--- src/rtl/shift_pkg.sv ---
// Shared constants and op encodings for the shift arbiter slice.
package shift_pkg;

   localparam int DATA_W  = 32;
   localparam int SHAMT_W = 5;

   typedef enum logic [1:0] {
      SH_LSL = 2'b00,
      SH_LSR = 2'b01,
      SH_ASR = 2'b10,
      SH_ROR = 2'b11
   } shift_op_e;

   // Output slot occupancy.
   typedef enum logic {
      SLOT_EMPTY = 1'b0,
      SLOT_FULL  = 1'b1
   } slot_e;

endpackage

--- src/rtl/shift_core.sv ---
// Combinational log shifter: LSL/LSR/ASR/ROR in SHAMT_W right-shift stages.
// LSL is done as a right shift of the bit-reversed operand, so every stage
// only needs a fill select: zero, sign, or the bits wrapping round.
module shift_core #(
   parameter int DATA_W  = shift_pkg::DATA_W,
   parameter int SHAMT_W = shift_pkg::SHAMT_W
) (
   input  logic [1:0]         op,
   input  logic [DATA_W-1:0]  data,
   input  logic [SHAMT_W-1:0] shamt,
   output logic [DATA_W-1:0]  result
);
   import shift_pkg::*;

   shift_op_e         op_e;
   logic              sign;
   logic [DATA_W-1:0] src;
   logic [DATA_W-1:0] rev_out;
   logic [DATA_W-1:0] last;

   assign op_e = shift_op_e'(op);
   assign sign = data[DATA_W-1];

   // Bit-reverse on the way in and out for LSL only.
   for (genvar i = 0; i < DATA_W; i++) begin : g_rev
      assign src[i]     = (op_e == SH_LSL) ? data[DATA_W-1-i] : data[i];
      assign rev_out[i] = last[DATA_W-1-i];
   end

   for (genvar s = 0; s < SHAMT_W; s++) begin : g_stage
      localparam int SH = 1 << s;
      logic [DATA_W-1:0] din;
      logic [DATA_W-1:0] dout;
      logic [SH-1:0]     fill;

      if (s == 0) begin : g_first
         assign din = src;
      end else begin : g_next
         assign din = g_stage[s-1].dout;
      end

      // Bits entering at the top of this stage.
      always_comb begin
         fill = '0;
         case (op_e)
            SH_ASR:  fill = {SH{sign}};
            SH_ROR:  fill = din[SH-1:0];
            default: fill = '0;
         endcase
      end

      assign dout = shamt[s] ? {fill, din[DATA_W-1:SH]} : din;
   end

   assign last   = g_stage[SHAMT_W-1].dout;
   assign result = (op_e == SH_LSL) ? rev_out : last;

endmodule

--- src/rtl/shift_arbiter.sv ---
// Two-port round-robin arbiter in front of one shared shifter, with a single
// registered result slot under valid/ready backpressure.
module shift_arbiter #(
   parameter int DATA_W  = shift_pkg::DATA_W,
   parameter int SHAMT_W = shift_pkg::SHAMT_W
) (
   input  logic               clk,
   input  logic               rst_n,
   input  logic               req0_valid,
   output logic               req0_ready,
   input  logic [1:0]         req0_op,
   input  logic [DATA_W-1:0]  req0_data,
   input  logic [SHAMT_W-1:0] req0_shamt,
   input  logic               req1_valid,
   output logic               req1_ready,
   input  logic [1:0]         req1_op,
   input  logic [DATA_W-1:0]  req1_data,
   input  logic [SHAMT_W-1:0] req1_shamt,
   output logic               rsp_valid,
   input  logic               rsp_ready,
   output logic [DATA_W-1:0]  rsp_data,
   output logic               rsp_id
);
   import shift_pkg::*;

   slot_e              state;
   logic               last_grant;
   logic               can_accept;
   logic               grant0;
   logic               grant1;
   logic               accept;
   logic               sel_id;
   logic [1:0]         sel_op;
   logic [DATA_W-1:0]  sel_data;
   logic [SHAMT_W-1:0] sel_shamt;
   logic [DATA_W-1:0]  core_result;

   // Slot can take a new result when empty or being drained this cycle.
   assign can_accept = (state == SLOT_EMPTY) | rsp_ready;

   // Round robin: a lone valid always wins; on conflict the port that did
   // not win last time goes. Grants are mutually exclusive by construction.
   assign grant0 = req0_valid & (~req1_valid | last_grant);
   assign grant1 = req1_valid & (~req0_valid | ~last_grant);

   // Readies are held low for the whole time reset is asserted.
   assign req0_ready = rst_n & can_accept & grant0;
   assign req1_ready = rst_n & can_accept & grant1;
   assign accept     = req0_ready | req1_ready;

   // Payload mux ahead of the single shifter instance.
   assign sel_id    = grant1;
   assign sel_op    = sel_id ? req1_op    : req0_op;
   assign sel_data  = sel_id ? req1_data  : req0_data;
   assign sel_shamt = sel_id ? req1_shamt : req0_shamt;

   shift_core #(
      .DATA_W  (DATA_W),
      .SHAMT_W (SHAMT_W)
   ) u_core (
      .op     (sel_op),
      .data   (sel_data),
      .shamt  (sel_shamt),
      .result (core_result)
   );

   // Slot FSM: accept overwrites (even while draining), drain alone empties.
   always_ff @(posedge clk or negedge rst_n) begin
      if (!rst_n) begin
         state      <= SLOT_EMPTY;
         rsp_data   <= '0;
         rsp_id     <= 1'b0;
         last_grant <= 1'b1;
      end else if (accept) begin
         state      <= SLOT_FULL;
         rsp_data   <= core_result;
         rsp_id     <= sel_id;
         last_grant <= sel_id;
      end else if (rsp_ready) begin
         state      <= SLOT_EMPTY;
      end
   end

   assign rsp_valid = (state == SLOT_FULL);

endmodule

--- config.mk ---
export PLATFORM = sky130hd
export DESIGN_NAME = shift_arbiter
export DESIGN_NICKNAME = d
export VERILOG_FILES = /design/src/rtl/shift_pkg.sv /design/src/rtl/shift_core.sv /design/src/rtl/shift_arbiter.sv
export SDC_FILE = /design/constraint.sdc
export NUM_CORES = 1
export LEC_CHECK = 0
export ABC_AREA = 1
export BUFFER_PORTS_ARGS = -buffer_cell sky130_fd_sc_hd__buf_2
export CORE_ASPECT_RATIO = 1.1
export CORE_MARGIN = 4
export CORE_UTILIZATION = 55
export CTS_CLUSTER_DIAMETER = 150
export DETAILED_ROUTE_END_ITERATION = 10
export GPL_TIMING_DRIVEN = 0
export PLACE_DENSITY = 0.86
export SKIP_CTS_REPAIR_TIMING = 1
export SYNTH_ARGS = -nofsm -noshare
export SYNTH_HDL_FRONTEND = slang
export SYNTH_HIERARCHICAL = 1
export SYNTH_SLANG_ARGS = --single-unit
--- constraint.sdc ---
create_clock -name clk -period 3.8 [get_ports clk]
set_clock_uncertainty 0.2 [all_clocks]
set_input_delay 0.57 -clock clk [delete_from_list [all_inputs] [get_ports clk]]
set_output_delay 0.57 -clock clk [all_outputs]
set_load 0.01 [all_outputs]
### Word level (Yosys, flattened, before mapping)

Index checks and enable logic that the tools add are counted.

| cells by class | value |
|---|---|
| multiplexer cells | 48 |
| reductions and logical operators | 2 |
| bitwise gates (word level) | 13 |
| equality and inequality tests | 2 |

Operators with widths:

| kind | count |
|---|---|
| $mux 32 | 7 |
| $mux 1 | 34 |
| $pmux 16 s2 | 1 |
| $pmux 8 s2 | 1 |
| $pmux 4 s2 | 1 |
| $and 1x1->1 | 5 |
| $mux 5 | 1 |
| $eq 2x2->1 const B | 2 |
| $not 1->1 | 4 |
| $or 1x1->1 | 4 |
| $pmux 2 s2 | 1 |
| $logic_not 2->1 | 1 |
| $mux 2 | 1 |
| $pmux 1 s2 | 1 |
| $reduce_bool 2->1 | 1 |

| storage, ports and cells | value |
|---|---|
| input bits | 83 |
| register bits | 35 |
| word-level logic and storage cells | 69 |
| output and inout bits | 36 |

### Logic depth before layout (Yosys ltp)

Gate-level depths: netlist of run 1.

| depth | value |
|---|---|
| depth in word-level cells | 17 |
| depth in mapped cells | 23 |
| mapped depth without buffers | 21 |

### By module

The synthesis of run 1 kept the hierarchy.

By module, submodules not included:

| module | area an instance (um^2) | sequential area each (um^2) | instances | cells each |
|---|---|---|---|---|
| shift_core | 3109.2 | 0.0 | 1 | 698 |
| shift_arbiter | 1934.4 | 877.1 | 1 | 287 |

### Worst setup path before layout of run 1

OpenSTA, ideal clock, no wires.

| timing | value |
|---|---|
| kind | in2reg |
| start point | in req0_valid |
| end point | reg rsp_data[28] |
| arrival time | 2.379 ns |
| buffers on the path | 5 |
| setup time | 0.117 ns |
| required time | 3.483 ns |
| slack | 1.104 ns |
| cell stages on the path | 20 |
| cell sequence | nand2_1 -> nand2_2 -> inv_2 -> buf_4 -> buf_4 -> nand2_1 -> nand2_1 -> buf_2 -> inv_1 -> buf_2 -> buf_2 -> nand3_1 -> nand3_1 -> nand3_1 -> nand3_1 -> nand2_1 -> nand3_1 -> nand2_1 -> nand2_1 -> nand2_1 |

| on the way | value |
|---|---|
| elaborated cells on any way between the ends | 56 |
| classes of those cells | eq/ne (2); mux (46); bitwise (7); reduce/logical (1) |

RTL lines:

| element | RTL line | source |
|---|---|---|
| start, declared | shift_arbiter.sv:9 | `input logic req0_valid,` |
| $not 1->1 * | shift_arbiter.sv:44 | `assign grant1 = req1_valid & (~req0_valid \| ~last_grant);` |
| $or 1x1->1 * | shift_arbiter.sv:44 |  |
| $and 1x1->1 * | shift_arbiter.sv:44 |  |
| $mux 5 * | shift_arbiter.sv:55 | `assign sel_shamt = sel_id ? req1_shamt : req0_shamt;` |
| via sel_shamt[1] | shift_arbiter.sv:35 | `logic [SHAMT_W-1:0] sel_shamt;` |
| $mux 32 * | shift_core.sv:52 | `assign dout = shamt[s] ? {fill, din[DATA_W-1:SH]} : din;` |
| $pmux 4 s2 / $mux 32 (equally long branches) | shift_core.sv:45, shift_core.sv:52 |  |
| $mux 32 * (3 in series) | shift_core.sv:52 |  |
| $mux 32 * | shift_core.sv:56 | `assign result = (op_e == SH_LSL) ? rev_out : last;` |
| via core_result[28] | shift_arbiter.sv:36 | `logic [DATA_W-1:0] core_result;` |
| end signal, assigned | shift_arbiter.sv:76 | `rsp_data <= core_result;` |
| end, declared | shift_arbiter.sv:21 | `output logic [DATA_W-1:0] rsp_data,` |

Mark *: on every way through the listed nets, which the timed path passes. The rest lies on a longest branch.
A chain may end at the register's enable or synchronous reset.

### Worst setup path in the final report of run 1

| timing | value |
|---|---|
| start point | reg last_grant |
| end point | reg rsp_data[17] |

| on the way | value |
|---|---|
| elaborated cells on any way between the ends | 57 |
| classes of those cells | eq/ne (2); mux (46); bitwise (8); reduce/logical (1) |

RTL lines:

| element | RTL line | source |
|---|---|---|
| start, declared | shift_arbiter.sv:27 | `logic last_grant;` |
| start signal, assigned | shift_arbiter.sv:78 | `last_grant <= sel_id;` |
| $not 1->1 * | shift_arbiter.sv:44 |  |
| $or 1x1->1 * | shift_arbiter.sv:44 |  |
| $and 1x1->1 * | shift_arbiter.sv:44 |  |
| $mux 5 * | shift_arbiter.sv:55 |  |
| via sel_shamt[1] | shift_arbiter.sv:35 |  |
| $mux 32 * (3 in series) | shift_core.sv:52 |  |
| $pmux 16 s2 / $mux 32 (equally long branches) | shift_core.sv:45, shift_core.sv:52 |  |
| $mux 32 * | shift_core.sv:52 |  |
| $mux 32 * | shift_core.sv:56 |  |
| via core_result[17] | shift_arbiter.sv:36 |  |

Marked as above.

==> flow_results.org, run 1 <==
** Clocking
- Cell at the root of the clock tree :: clkbuf_8
- CTS tree :: built
- Number of clock buffers inserted by TritonCTS :: 5
- For the worst-skew pair, the clock arrives at the later sink with an insertion delay of 0.29 ns.
- In this run the number of H-tree levels came out at 2.
- Number of sinks driven by the clock tree :: 35
- Number of buffers on the longest clock path :: 2
- Clock transition at path regs :: 0.08 ns

** Pwr
- In this run switching power makes up 53.2% of total power.
- The share of total power dissipated in the clock network is 11.4%.
- Internal power :: 0.00138 W
- Dividing total power by cell area gives a power density of 501 mW/mm².
- IR Drop Worst-Case VDD :: 0.204 mV
- Logic gate share of total power :: 68.3%
- Summed over all nets, the switching power comes to 0.00157 W.
- The analysis attributes to cell leakage a power of 3.59 nW.
- Per report_power, the sequential group accounts for 20.3% of the total.

** Die
- The floorplan step defined a die boundary enclosing 0.0108 mm².
- Std cell rows :: 36
- Starting density of the core :: 56.6%
- In this run the horizontal extent of the chip is 99.3 µm.
- The floorplan step set the die height to 108 µm.
- 119 I/O pins were placed.
- Floorplan core area :: 0.00892 mm²

** Route
- For this block, wires on met1 add up to 7.46 mm.
- The pre-antenna-repair detailed-routing pass consisted of 5 iterations.
- Routed wire length :: 19.8 mm
- Vias after detailed routing :: 7159
- Met2 Routed Length :: 9.01 mm
- In this run the remaining antenna-violating nets after routing total 0.
- Detail Route met3 WL :: 2.00 mm
- In this run the top signal layer used is met5.
- In this run, the number of DRC markers left after iteration 0 of detailed routing was 814.
- DRC :: 0
- Detailed-route wire length per cell :: 16.1 µm
- Number of vias per cell :: 5.84

** GRT
- Wire length of the first global-routing pass :: 32.0 mm
- The number of antenna violations at the first check in global routing came to 0.
- Vias in the first global route :: 6608
- Entering global routing, the biggest net connects 38 pins.
- Global routing usage summed across all routing layers :: 37.2%
- Overflow after GRT :: 0

** Final layout
- Filler cell count in the final layout :: 921
- Compared with the post-synthesis result, the final layout area differs by 16.8%.
- The multi-input combinational cells in the finished layout cover a total of 0.00364 mm².
- Once layout is complete, the utilization of the core stands at 66.0%.
- Registers take 877 µm².
- Net count of the finished layout :: 1193
- 0 antenna diodes ended up in the layout.
- Share of post-route cells with drive strength above 1 :: 16.7%

** Worst hold path
- The worst hold path belongs to the class primary input to asynchronous set/reset pin.

** Worst setup path
- Along the worst path, the maximum fanout reaches 10.
- By startpoint and endpoint, the worst setup path is classified as flop to flop.
- Endpoint class of the critical path :: flop
- For the worst setup path, the data required time is 3.78 ns.
- Critical path startpoint category :: flop
- In this run the critical register-to-register path is launched from last_grant$_DFFE_PN1P_.
- STA puts the critical path data arrival time at 3.47 ns.
- The most critical setup path has its startpoint at last_grant$_DFFE_PN1P_.
- Measured in cells, the most critical reg-to-reg path has a length of 20.

** STA
- Final Critical Period :: 3.49 ns
- Final setup viols :: 0
- The number of pins exceeding their max-slew limit in the final report is 0.
- Total Negative Setup Slacks :: 0 ns
- Worst-Margin Slew :: 0.781 ns
- Setup repair after global routing missed its margin :: false
- Achievable clock frequency :: 0.286 GHz
- Final hold viol count :: 0
- The worst pin sits at a relative slew slack of 48.0%.
- Share of the cycle needed by the critical path after routing :: 91.9%

** Synth
- In the post-synthesis netlist, the biggest area contributors are nand2_1 35%, nand3_1 34%, dfrtp_1 17%, inv_1 3.1%, buf_2 2.7%.
- Post-Syn Area :: 0.00504 mm²
- After synthesis, the mean cell area works out to 5.12 µm².
- Leading area contributor after synthesis :: nand2_1
- Yosys warnings :: 6
- The cell count after synthesis came out at 985.
- Fraction of the yosys area taken by sequential cells :: 17.4%
- Counting distinct cell types in the post-synthesis netlist gives 18.
- Synthesized flop and latch total :: 35
- Area fraction of the dominant cell type after synthesis :: 35.4%
- When the netlist entered floorplanning its net count stood at 1068.

** Flow run
- Max-cap check violation count :: 0

** Place
- Final HPWL from detailed placement :: 16.6 mm
- Routability-driven placement congestion ratio :: 1.08
- The count of buffers added on input and output ports is 118.

** Outcome
- The run finished with clean final reports.
==> Yosys cell counts, drive strengths merged <==
library cell,count
inv,45
dfrtp,34
dfstp,1
clkbuf,11
a21oi,2
nand3,349
nor2,5
a21boi,1
nand2,481
buf,56
==> worst max-delay path: stages (launching register included) <==
cell	delay (ns)
dfstp_2	0.55
nand2_1	0.07
nand2_2	0.14
inv_2	0.10
buf_4	0.18
buf_4	0.17
nand2_1	0.06
nand2_1	0.04
buf_2	0.18
inv_1	0.08
buf_2	0.22
buf_2	0.29
nand3_1	0.15
nand3_1	0.20
nand2_1	0.10
nand2_1	0.09
nand3_1	0.20
nand3_1	0.18
nand2_1	0.06
nand2_1	0.06
nand2_1	0.05
==> metal layers <==
metal  vias to the layer above  global-route usage, %
met5                         -                   3.37
met4                         2                   20.7
met3                        95                   5.48
met2                       469                   62.7
met1                      3128                   45.1
li1                       3465                      -
==> per-stage QoR <==
stage | std cells | hold slack [ns] | total power [W] | worst slack, ns | cell area [µm²]
detailed placement | 1217 | 0.261 | 0.00256 | 0.242 | 5780
global placement | 1217 | 0.252 | 0.00253 | 0.226 | 5780
global route | 1225 | 0.218 | 0.00321 | 0.00657 | 5890
floorplan | 985 | 0.0744 | 0.00194 | 1.10 | 5040
CTS | 1225 | 0.171 | 0.00290 | 0.370 | 5890
finish | 1225 | 0.152 | 0.00295 | 0.307 | 5890
==> power groups by stage <==
| stage | clock network [W] | logic [W] | registers (W) |
|---|---|---|---|
| after floorplan | 0 | 0.00126 | 0.000678 |
| after global placement | 0 | 0.00194 | 0.000594 |
| after detailed placement | 0 | 0.00195 | 0.000604 |
| after CTS | 0.000341 | 0.00196 | 0.000598 |
| after global routing | 0.000362 | 0.00224 | 0.000615 |
| final | 0.000337 | 0.00202 | 0.000598 |
==> cell families after synthesis <==
logic type,Yosys count,share of synthesized area [%]
AND/OR/NAND/NOR,835,71.7
AO/OA/AOI/OAI,3,0.496
flip-flops,35,17.4
buffers and inverters,112,10.4
==> layout by cell type, fill, tap and decap left out <==
master and n:
bufinv_16 1, clkbuf_8 5, dfrtp_1 34, buf_4 13
nor2_4 1, a21oi_2 2, clkinv_4 1, clkinv_2 1
nand2_4 2, a21boi_1 1, buf_1 13, nand3_1 346
inv_2 4, nand2_2 3, inv_1 41, buf_6 3
nand3_2 3, nor2_1 4, nand2_1 476, clkbuf_1 11
buf_2 145, dfstp_2 1
==> sequential cells by signal (all words and copies together) (netlist names) <==
register	count
rsp_data	32
rsp_id	1
rsp_valid	1
last_grant	1
==> area by class of cell <==
cell class / instances / share of cell area, %
clock buffers: 5 / 1.17
flip-flops and latches: 35 / 14.9
well taps: 114 / 2.42
plain buffers: 67 / 6.05
repair buffers: 118 / 10.0
clock inverters: 3 / 0.744
multi-input cells: 838 / 61.8
inverters: 45 / 2.87
==> path summary, 6_finish.rpt <==
path                                             to  slack, ns
setup / recovery           rsp_data[17]$_DFFE_PN0P_       0.31
hold / removal             rsp_data[22]$_DFFE_PN0P_       0.15
setup reg to reg           rsp_data[17]$_DFFE_PN0P_       0.31
hold reg to reg                  rsp_id$_DFFE_PN0P_       0.28
max in group asynchronous  rsp_data[14]$_DFFE_PN0P_       2.75
min in group clk                 rsp_id$_DFFE_PN0P_       0.28
Note: power is estimated with default switching activity, not from simulation.
==> inputs of run 2 (changes only) <==
--- a/config.mk
+++ b/config.mk
@@ -5,15 +5,15 @@
 export SDC_FILE = /design/constraint.sdc
 export NUM_CORES = 1
 export LEC_CHECK = 0
-export ABC_AREA = 1
-export BUFFER_PORTS_ARGS = -buffer_cell sky130_fd_sc_hd__buf_2
+export BUFFER_PORTS_ARGS = -buffer_cell sky130_fd_sc_hd__clkbuf_2
 export CORE_ASPECT_RATIO = 1.1
 export CORE_MARGIN = 4
 export CORE_UTILIZATION = 55
 export CTS_CLUSTER_DIAMETER = 150
 export DETAILED_ROUTE_END_ITERATION = 10
 export GPL_TIMING_DRIVEN = 0
-export PLACE_DENSITY = 0.86
+export PLACE_DENSITY = 0.87
+export REMOVE_ABC_BUFFERS = 1
 export SKIP_CTS_REPAIR_TIMING = 1
 export SYNTH_ARGS = -nofsm -noshare
 export SYNTH_HDL_FRONTEND = slang
==> flow_results.org, run 2 <==
** Outcome
- Violated checks :: negative setup slack
- Status :: finished, violations left

** Final layout
- Share of post-route cells with drive strength above 1 :: 53.5% (+37 points)
- Filler cell count in the final layout :: 668 (-27%)
- Net count of the finished layout :: 731 (-39%)
- Filler-free cell count of the finished design :: 764 (-38%)
- From synthesis to final layout, the design area changed by 27.5%.
- Commonest non-fill, non-tap cells in the layout :: 116 x clkbuf_2, 68 x mux2_2, 46 x nand2_1
- The final standard cell area without fillers is 0.00639 mm² (+8.5%).
- The number of flip-flops under the largest register name was 32 (unchanged).
- Top register by number of flip-flops :: rsp_data
- Most common library cell in the layout ignoring fill and taps :: clkbuf_2

** Synth
- The number of library cell types mapped by synthesis was 68 (+50).
- The biggest area contributor in the post-synthesis netlist is mux4_2.
- By instance count, the leading cell after synthesis is mux2_2.
- The post-synthesis instance total is 515 (-48%).
- Commonest cells in the synthesized netlist :: 75 x mux2_2, 50 x nand2_1, 43 x mux4_2, 36 x nor2_1, 34 x dfrtp_1
- The area share of the largest cell type after synthesis is 19.3% (-16 points).
- Avg Synthesized Cell Area :: 9.73 µm² (+90%)
- Post-Syn Area :: 0.00501 mm² (-0.62%)
- Count of flip-flops with a built-in enable after synthesis :: 0 (unchanged)
- The register area share after synthesis was 17.5% (+0.11 points).
- The fraction of synthesis flops using an asynchronous set or reset pin was 100% (unchanged).
- Yosys warnings :: 6 (unchanged)
- Synthesized flop and latch total :: 35 (unchanged)
- Top flip-flop cell by instance count after synthesis :: dfrtp_1
- Biggest area contributors in the synthesized netlist :: mux4_2 19%, dfrtp_1 17%, mux2_2 17%, mux2i_1 5.8%, nand2_1 3.7%

** Clocking
- Number of buffers on the longest clock path :: 2 (unchanged)
- Cell at the root of the clock tree :: clkbuf_8
- TritonCTS built the clock tree.
- The clock-pin slew reported for the worst setup and hold paths after clock tree synthesis came to 0.08 ns (about the same).
- CTS H-tree lvls :: 2 (unchanged)
- Number of sinks driven by the clock tree :: 35 (unchanged)
- The insertion delay to the later sink of the worst-skew pair is 0.29 ns (about the same).
- The TritonCTS buffer count was 5 (unchanged).

** Die
- Std cell rows :: 36 (unchanged)
- Floorplan core area :: 0.00887 mm² (-0.51%)
- The initial core utilization is 56.5% (-0.065 points).
- The number of primary I/O pins came to 119 (unchanged).
- The area of the die came to 0.0107 mm² (-0.58%).
- The die height came to 108 µm (-0.29%).
- The die width came to 99.0 µm (-0.29%).

** Place
- DP Area :: 0.00553 mm² (-4.3%)
- Pre-CTS setup slack :: -2.02 ns (-2.27 ns)
- The number of port buffers came to 118 (unchanged).
- Routability-driven placement congestion ratio :: 0.975 (-9.8%)
- Final HPWL from detailed placement :: 12.5 mm (-25%)
- The post-placement cell count is 704 (-42%).

** Worst setup path
- The most critical setup path has its startpoint at req0_valid.
- The slack of the worst reg-to-reg path came to -0.35 ns (-0.66 ns).
- The worst setup path is launched from a primary input.
- The maximum fanout count along the critical path came to 6 (-4).
- STA classifies the critical path endpoint as a flop.
- The data arrival time of the worst path is 4.15 ns (+0.68 ns).
- The path depth of the worst reg2reg path was 13 (-35%).
- Critical Setup Path Class :: primary input to flop
- RR Endpoint :: rsp_data[29]$_DFFE_PN0P_
- Data required time of the worst path :: 3.78 ns (about the same)
- Beginning of the worst register-to-register path :: last_grant$_DFFE_PN1P_
- Following the worst setup path forward leads to its endpoint at rsp_data[29]$_DFFE_PN0P_.

** Flow run
- Max-cap check violation count :: 0 (unchanged)

** GRT
- The number of antenna violations at the first check in global routing was 0 (unchanged).
- The global-route usage over all layers is 30.0% (-7.2 points).
- The overall overflow remaining after global route was 0 (unchanged).
- The number of global-route vias before repair is 4917 (-26%).
- The global-route wire length before repair was 25.8 mm (-19%).
- Maximum number of pins on one net before global-route repair :: 41 (+7.9%)

** Pwr
- The part of the power in the clock network is 12.1% (+0.7 points).
- Leakage Power :: 2.74 nW (-24%)
- The switching power of the nets is 0.00121 W (-23%).
- The fraction of power consumed by sequential logic came to 21.1% (+0.8 points).
- The power density over the cells came to 441 mW/mm² (-12%).
- The worst-case vdd ir drop is 0.226 mV (+11%).
- Total power draw :: 0.00282 W (-4.6%)
- The switching fraction of total power was 43.1% (-10 points).
- The internal power summed over all cells came to 0.00160 W (+16%).
- Logic gate share of total power :: 66.8% (-1.5 points)

** Route
- The final routed wirelength across all metal layers is 18.4 mm (-6.9%).
- DRC :: 0 (unchanged)
- The number of search-and-repair iterations in the first detailed-routing pass is 5 (unchanged).
- The mean number of vias per cell was 7.16 (+23%).
- The total via count after detailed routing was 5470 (-24%).
- Detailed-route wire length per cell :: 24.1 µm (+49%)
- Final antenna-violating net count :: 0 (unchanged)
- Drt first-iter violations :: 599 (-26%)

** STA
- Final Critical Period :: 4.17 ns (+0.673 ns)
- The post-layout worst setup margin is -0.365 ns (-0.673 ns).
- Achievable clock frequency :: 0.240 GHz (-16%)
- Max-slew violation count :: 0 (unchanged)
- Final setup viols :: 29 (+29)
- The pin slew with the least headroom to its limit came to 1.03 ns (+0.247 ns).
- The final worst-path cycle share was 110% (+18 points).
- Setup repair after global routing missed its margin :: true
- The hold violation total from the final report is 0 (unchanged).
- Worst-case headroom to the max-slew limit :: 31.1% (-17 points)

** Worst hold path
- Worst hold path class :: primary input to asynchronous set/reset pin
run 2: changes by cell type after synthesis, sizes merged, moves of 9 or more:
cell	previous run	this run
mux2i	0	29
mux4	0	45
o22ai	0	15
a21oi	2	19
nor2	5	37
mux2	0	79
o21ai	0	25
clkbuf	11	26
nand2	481	50
a22oi	0	16
a31oi	0	9
nand3	349	4
inv	45	9
buf	56	19
run 2: power groups by stage:
stage                     Sequential, W  Combinational (W)  Clock [W]
after floorplan                0.000665           0.000993          0
after global placement         0.000589            0.00152          0
after detailed placement       0.000603            0.00157          0
after CTS                      0.000595            0.00157   0.000343
after global routing           0.000613            0.00199   0.000362
final                          0.000594            0.00188   0.000340
run 2: metal layers:
metal	vias up	part of all wire [%]	global-route usage, %
met1	2626	36	37.3
met5	-	0	0
met4	0	4.3	13.8
met2	429	50	52.4
li1	2327	-	-
met3	88	9.5	3.16
run 2: worst max-delay path, stage by stage:
cell and delay, ns:
buf_12 0.13, a21boi_4 0.32, buf_6 0.15, mux2_4 0.33, or2_4 0.32, clkbuf_16 0.18, mux4_2 0.51, buf_6 0.15
a22oi_2 0.26, a21o_1 0.16, o31a_1 0.26, o21ai_0 0.14, a221o_1 0.40, mux2_2 0.26
run 2: cell type report:
class	count	area (µm²)	area share, %
antenna	1	2.50	0.0391
clock buffer	5	68.8	1.08
clock inverter	3	43.8	0.685
inverter	9	57.6	0.900
multi-input combinational	431	4120	64.4
sequential	35	877	13.7
tap	114	143	2.23
timing repair buffer	163	1070	16.7
timing repair inverter	3	15.0	0.235
run 2: per-stage QoR:
stage | setup TNS (ns) | util [%] | hold slack (ns)
after floorplan | -49.95 | - | 0.0744
after global placement | -85.96 | 61.8 | 0.276
after detailed placement | -56.37 | 62.3 | 0.277
after CTS | -46.41 | 63.6 | 0.226
after global routing | -7.07 | 72.0 | 0.286
final | -5.62 | 72.0 | 0.208
run 2: worst min path at each step:
stage,start,end,slack (ns)
2_1_floorplan,rst_n,rsp_data[0]$_DFFE_PN0P_,0.07
3_3_place_gp,rsp_id$_DFFE_PN0P_,rsp_id$_DFFE_PN0P_,0.28
3_5_place_dp,rsp_id$_DFFE_PN0P_,rsp_id$_DFFE_PN0P_,0.28
4_1_cts,rst_n,rsp_data[29]$_DFFE_PN0P_,0.23
5_1_grt,rst_n,rsp_data[5]$_DFFE_PN0P_,0.29
6_report,rst_n,rsp_data[29]$_DFFE_PN0P_,0.21
run 2: logic make-up (layout without fill, tap and decap cells):
group	after synthesis	in the layout	share of synthesized area [%]
and+or+nand+nor	121	123	10.8
buffers and inverters	54	183	5.89
muxes	153	153	44.0
other	0	1	0
AOI/OAI and AO/OA	152	155	21.9
DFF	35	35	17.5
==> inputs of run 3 (changes only) <==
--- a/config.mk
+++ b/config.mk
@@ -6,9 +6,11 @@
 export NUM_CORES = 1
 export LEC_CHECK = 0
 export BUFFER_PORTS_ARGS = -buffer_cell sky130_fd_sc_hd__clkbuf_2
+export CELL_PAD_IN_SITES_DETAIL_PLACEMENT = 1
+export CELL_PAD_IN_SITES_GLOBAL_PLACEMENT = 1
 export CORE_ASPECT_RATIO = 1.1
 export CORE_MARGIN = 4
-export CORE_UTILIZATION = 55
+export CORE_UTILIZATION = 42
 export CTS_CLUSTER_DIAMETER = 150
 export DETAILED_ROUTE_END_ITERATION = 10
 export GPL_TIMING_DRIVEN = 0
==> flow_results.org, run 3 (same netlist as run 2, synthesis figures left out) <==
** STA
- Share of the cycle needed by the critical path after routing :: 108% (-1.5 points)
- The highest achievable clock rate is 0.243 GHz (+1.4%).
- Total Negative Setup Slacks :: -3.38 ns (+2.24 ns)
- Worst-Margin Slew :: 1.04 ns (+0.0117 ns)
- Max-slew violation count :: 0 (unchanged)
- The post-layout worst setup margin was -0.308 ns (+0.0578 ns).
- Setup repair after global routing missed its margin :: true
- The shortest clock period the worst path allows after layout is 4.11 ns (-0.0578 ns).
- The headroom to the max-slew limit was 30.3% (-0.78 points).
- The setup violation total in the final timing report is 25 (-14%).
- Final hold viol count :: 0 (unchanged)

** Route
- Drt first-iter violations :: 531 (-11%)
- The final routed wirelength across all metal layers was 21.4 mm (+16%).
- Final antenna-violating net count :: 0 (unchanged)
- Detailed-route wire length per cell :: 27.0 µm (+12%)
- Number of vias per cell :: 6.99 (-2.4%)
- Vias after detailed routing :: 5543 (+1.3%)
- Total iterations of the first detailed-routing run :: 5 (unchanged)
- DRC :: 0 (unchanged)

** Pwr
- The switching fraction of total power was 43.8% (+0.70 points).
- The portion of total power attributed to combinational logic came to 65.9% (-0.9 points).
- The power density over the cells is 452 mW/mm² (+2.6%).
- The leakage power of the design was 2.75 nW (+0.48%).
- The part of the power in the clock network came to 13.6% (+1.5 points).
- IR Drop Worst-Case VDD :: 0.277 mV (+23%)
- The switching power of the nets came to 0.00128 W (+5.6%).
- Portion of total power attributed to sequential cells :: 20.5% (-0.6 points)
- Internal power :: 0.00164 W (+2.6%)

** Final layout
- Most common library cell in the layout ignoring fill and taps :: clkbuf_2
- The flip-flop and latch area came to 877 µm² (unchanged).
- The number of diodes added for antenna fixing is 0 (-1).
- Area of the multi-input gates :: 0.00419 mm² (+1.9%)
- The total number of nets in the final design was 726 (-0.68%).
- Counting flops per register, the top entry is rsp_data.
- Area grow syn2layout :: 29.2%
- Share of post-route cells with drive strength above 1 :: 54.7% (+1.3 points)
- Utilization after layout :: 55.8% (-16 points)
- Filler cell count in the final layout :: 1308 (+96%)
- Commonest non-fill, non-tap cells in the layout :: 116 x clkbuf_2, 67 x mux2_2, 45 x nand2_1, 45 x mux4_2, 34 x dfrtp_1
- Flip-flop count of the largest register, all copies and words added :: 32 (unchanged)

** Worst setup path
- The critical path's largest stage delay is 0.61 ns (+0.10 ns).
- STA classifies the critical path endpoint as a flop.
- The kind of cell with the highest combined delay along the critical path is compound AO/OA/AOI/OAI gates.
- Critical path startpoint category :: primary input
- The critical path in this run is classified as primary input to flop.
- The buffer and inverter count on the worst path was 2 (-2).
- The data arrival time of the worst path was 4.07 ns (-0.08 ns).
- CP max stage cell :: mux4_2
- The required time of the critical path came to 3.76 ns (-0.02 ns).
- The critical path goes through buf_8 > a21boi_4 > mux2_4 > nor2_4 > buf_12 > mux4_2 > a22oi_1 > a21o_1 > o31a_1 > o21ai_0 > a221o_1 > mux2_2.
- CP max FO :: 19 (+13)

** Clocking
- CTS H-tree lvls :: 2 (unchanged)
- The clock tree buffer depth was 2 (unchanged).
- Number of sinks driven by the clock tree :: 35 (unchanged)
- Clock network latency to the later pin of the worst-skew pair :: 0.28 ns (about the same)
- TritonCTS built the clock tree.
- The clock-pin slew reported for the worst setup and hold paths after clock tree synthesis is 0.05 ns (-0.03 ns).
- The TritonCTS buffer count was 5 (unchanged).
- Cell at the root of the clock tree :: clkbuf_16

** GRT
- The number of global-route vias before repair came to 5171 (+5.2%).
- Overflow after GRT :: 0 (unchanged)
- The number of antenna violations at the first check in global routing was 0 (unchanged).
- The global-route usage over all layers was 25.3% (-4.7 points).
- The largest net degree at the start of global routing is 41 (unchanged).
- Wire length of the first global-routing pass :: 28.2 mm (+9.5%)

** Place
- The number of port buffers came to 118 (unchanged).
- The minimum setup slack after placement is -2.11 ns (-0.0827 ns).
- Routability-driven placement congestion ratio :: 0.983 (+0.81%)
- Final HPWL from detailed placement :: 13.8 mm (+11%)

** Outcome
- The flow ran to the end, but the final reports show violations.
- Violated checks :: negative setup slack

** Die
- The die width is 112 µm (+13%).
- Floorplan core area :: 0.0116 mm² (+31%)
- Die Ht :: 123 µm (+13%)
- Die Footprint :: 0.0137 mm² (+28%)
- The initial core utilization is 43.2% (-13 points).
- Number of primary I/O pins :: 119 (unchanged)
- Std cell rows :: 41 (+14%)

** Worst hold path
- Worst hold path class :: primary input to asynchronous set/reset pin

** Flow run
- The max-capacitance violation count came to 0 (unchanged).
run 3: layout make-up:
class                      count  share of cell area [%]
clock buffer                   6                    2.15
clock inverter                 1                  0.0773
inverter                       9                    1.01
multi-input combinational    433                    64.8
sequential                    35                    13.5
tap                          150                    2.90
timing repair buffer         156                    15.3
timing repair inverter         3                   0.271
run 3: path summary, 6_finish.rpt:
path	from	end	slack [ns]	cells past startpoint
worst max-delay path	req1_valid	rsp_data[29]$_DFFE_PN0P_	-0.31	12
worst min-delay path	rst_n	rsp_data[14]$_DFFE_PN0P_	0.23	1
worst max register to register	last_grant$_DFFE_PN1P_	rsp_data[29]$_DFFE_PN0P_	-0.29	11
worst min register to register	rsp_id$_DFFE_PN0P_	rsp_id$_DFFE_PN0P_	0.29	1
max in group asynchronous	rst_n	rsp_id$_DFFE_PN0P_	2.57	1
min in group clk	rsp_id$_DFFE_PN0P_	rsp_id$_DFFE_PN0P_	0.29	1
run 3: through the flow:
stage	total power, W	cell area (µm²)	hold WS [ns]	instances
after floorplan	0.00166	4750	0.0744	470
after global placement	0.00212	5530	0.275	738
after detailed placement	0.00220	5570	0.277	740
after CTS	0.00261	5720	0.261	747
after global routing	0.00307	6470	0.302	793
final	0.00293	6470	0.229	793
run 3: worst register-to-register path, stage by stage, from the launching register on:
cell and delay, ns:
dfstp_2 0.63, a21boi_4 0.14, mux2_4 0.36, nor2_4 0.16, buf_12 0.19, mux4_2 0.61
a22oi_1 0.37, a21o_1 0.19, o31a_1 0.24, o21ai_0 0.17, a221o_1 0.44, mux2_2 0.28
run 3: layer usage:
metal | track usage, % | share of wire, % | vias up
met5 | 0 | 0 | -
met4 | 8.11 | 4.7 | 0
met3 | 2.76 | 8.3 | 93
met2 | 45.7 | 50 | 384
met1 | 31.6 | 37 | 2744
li1 | - | - | 2322
run 3: power by group through the flow:
stage	sequential, W	clock [W]	combinational, W
2_1_floorplan	0.000665	0	0.000993
3_3_place_gp	0.000592	0	0.00152
3_5_place_dp	0.000607	0	0.00160
4_1_cts	0.000602	0.000405	0.00160
5_1_grt	0.000622	0.000419	0.00202
6_report	0.000601	0.000399	0.00193
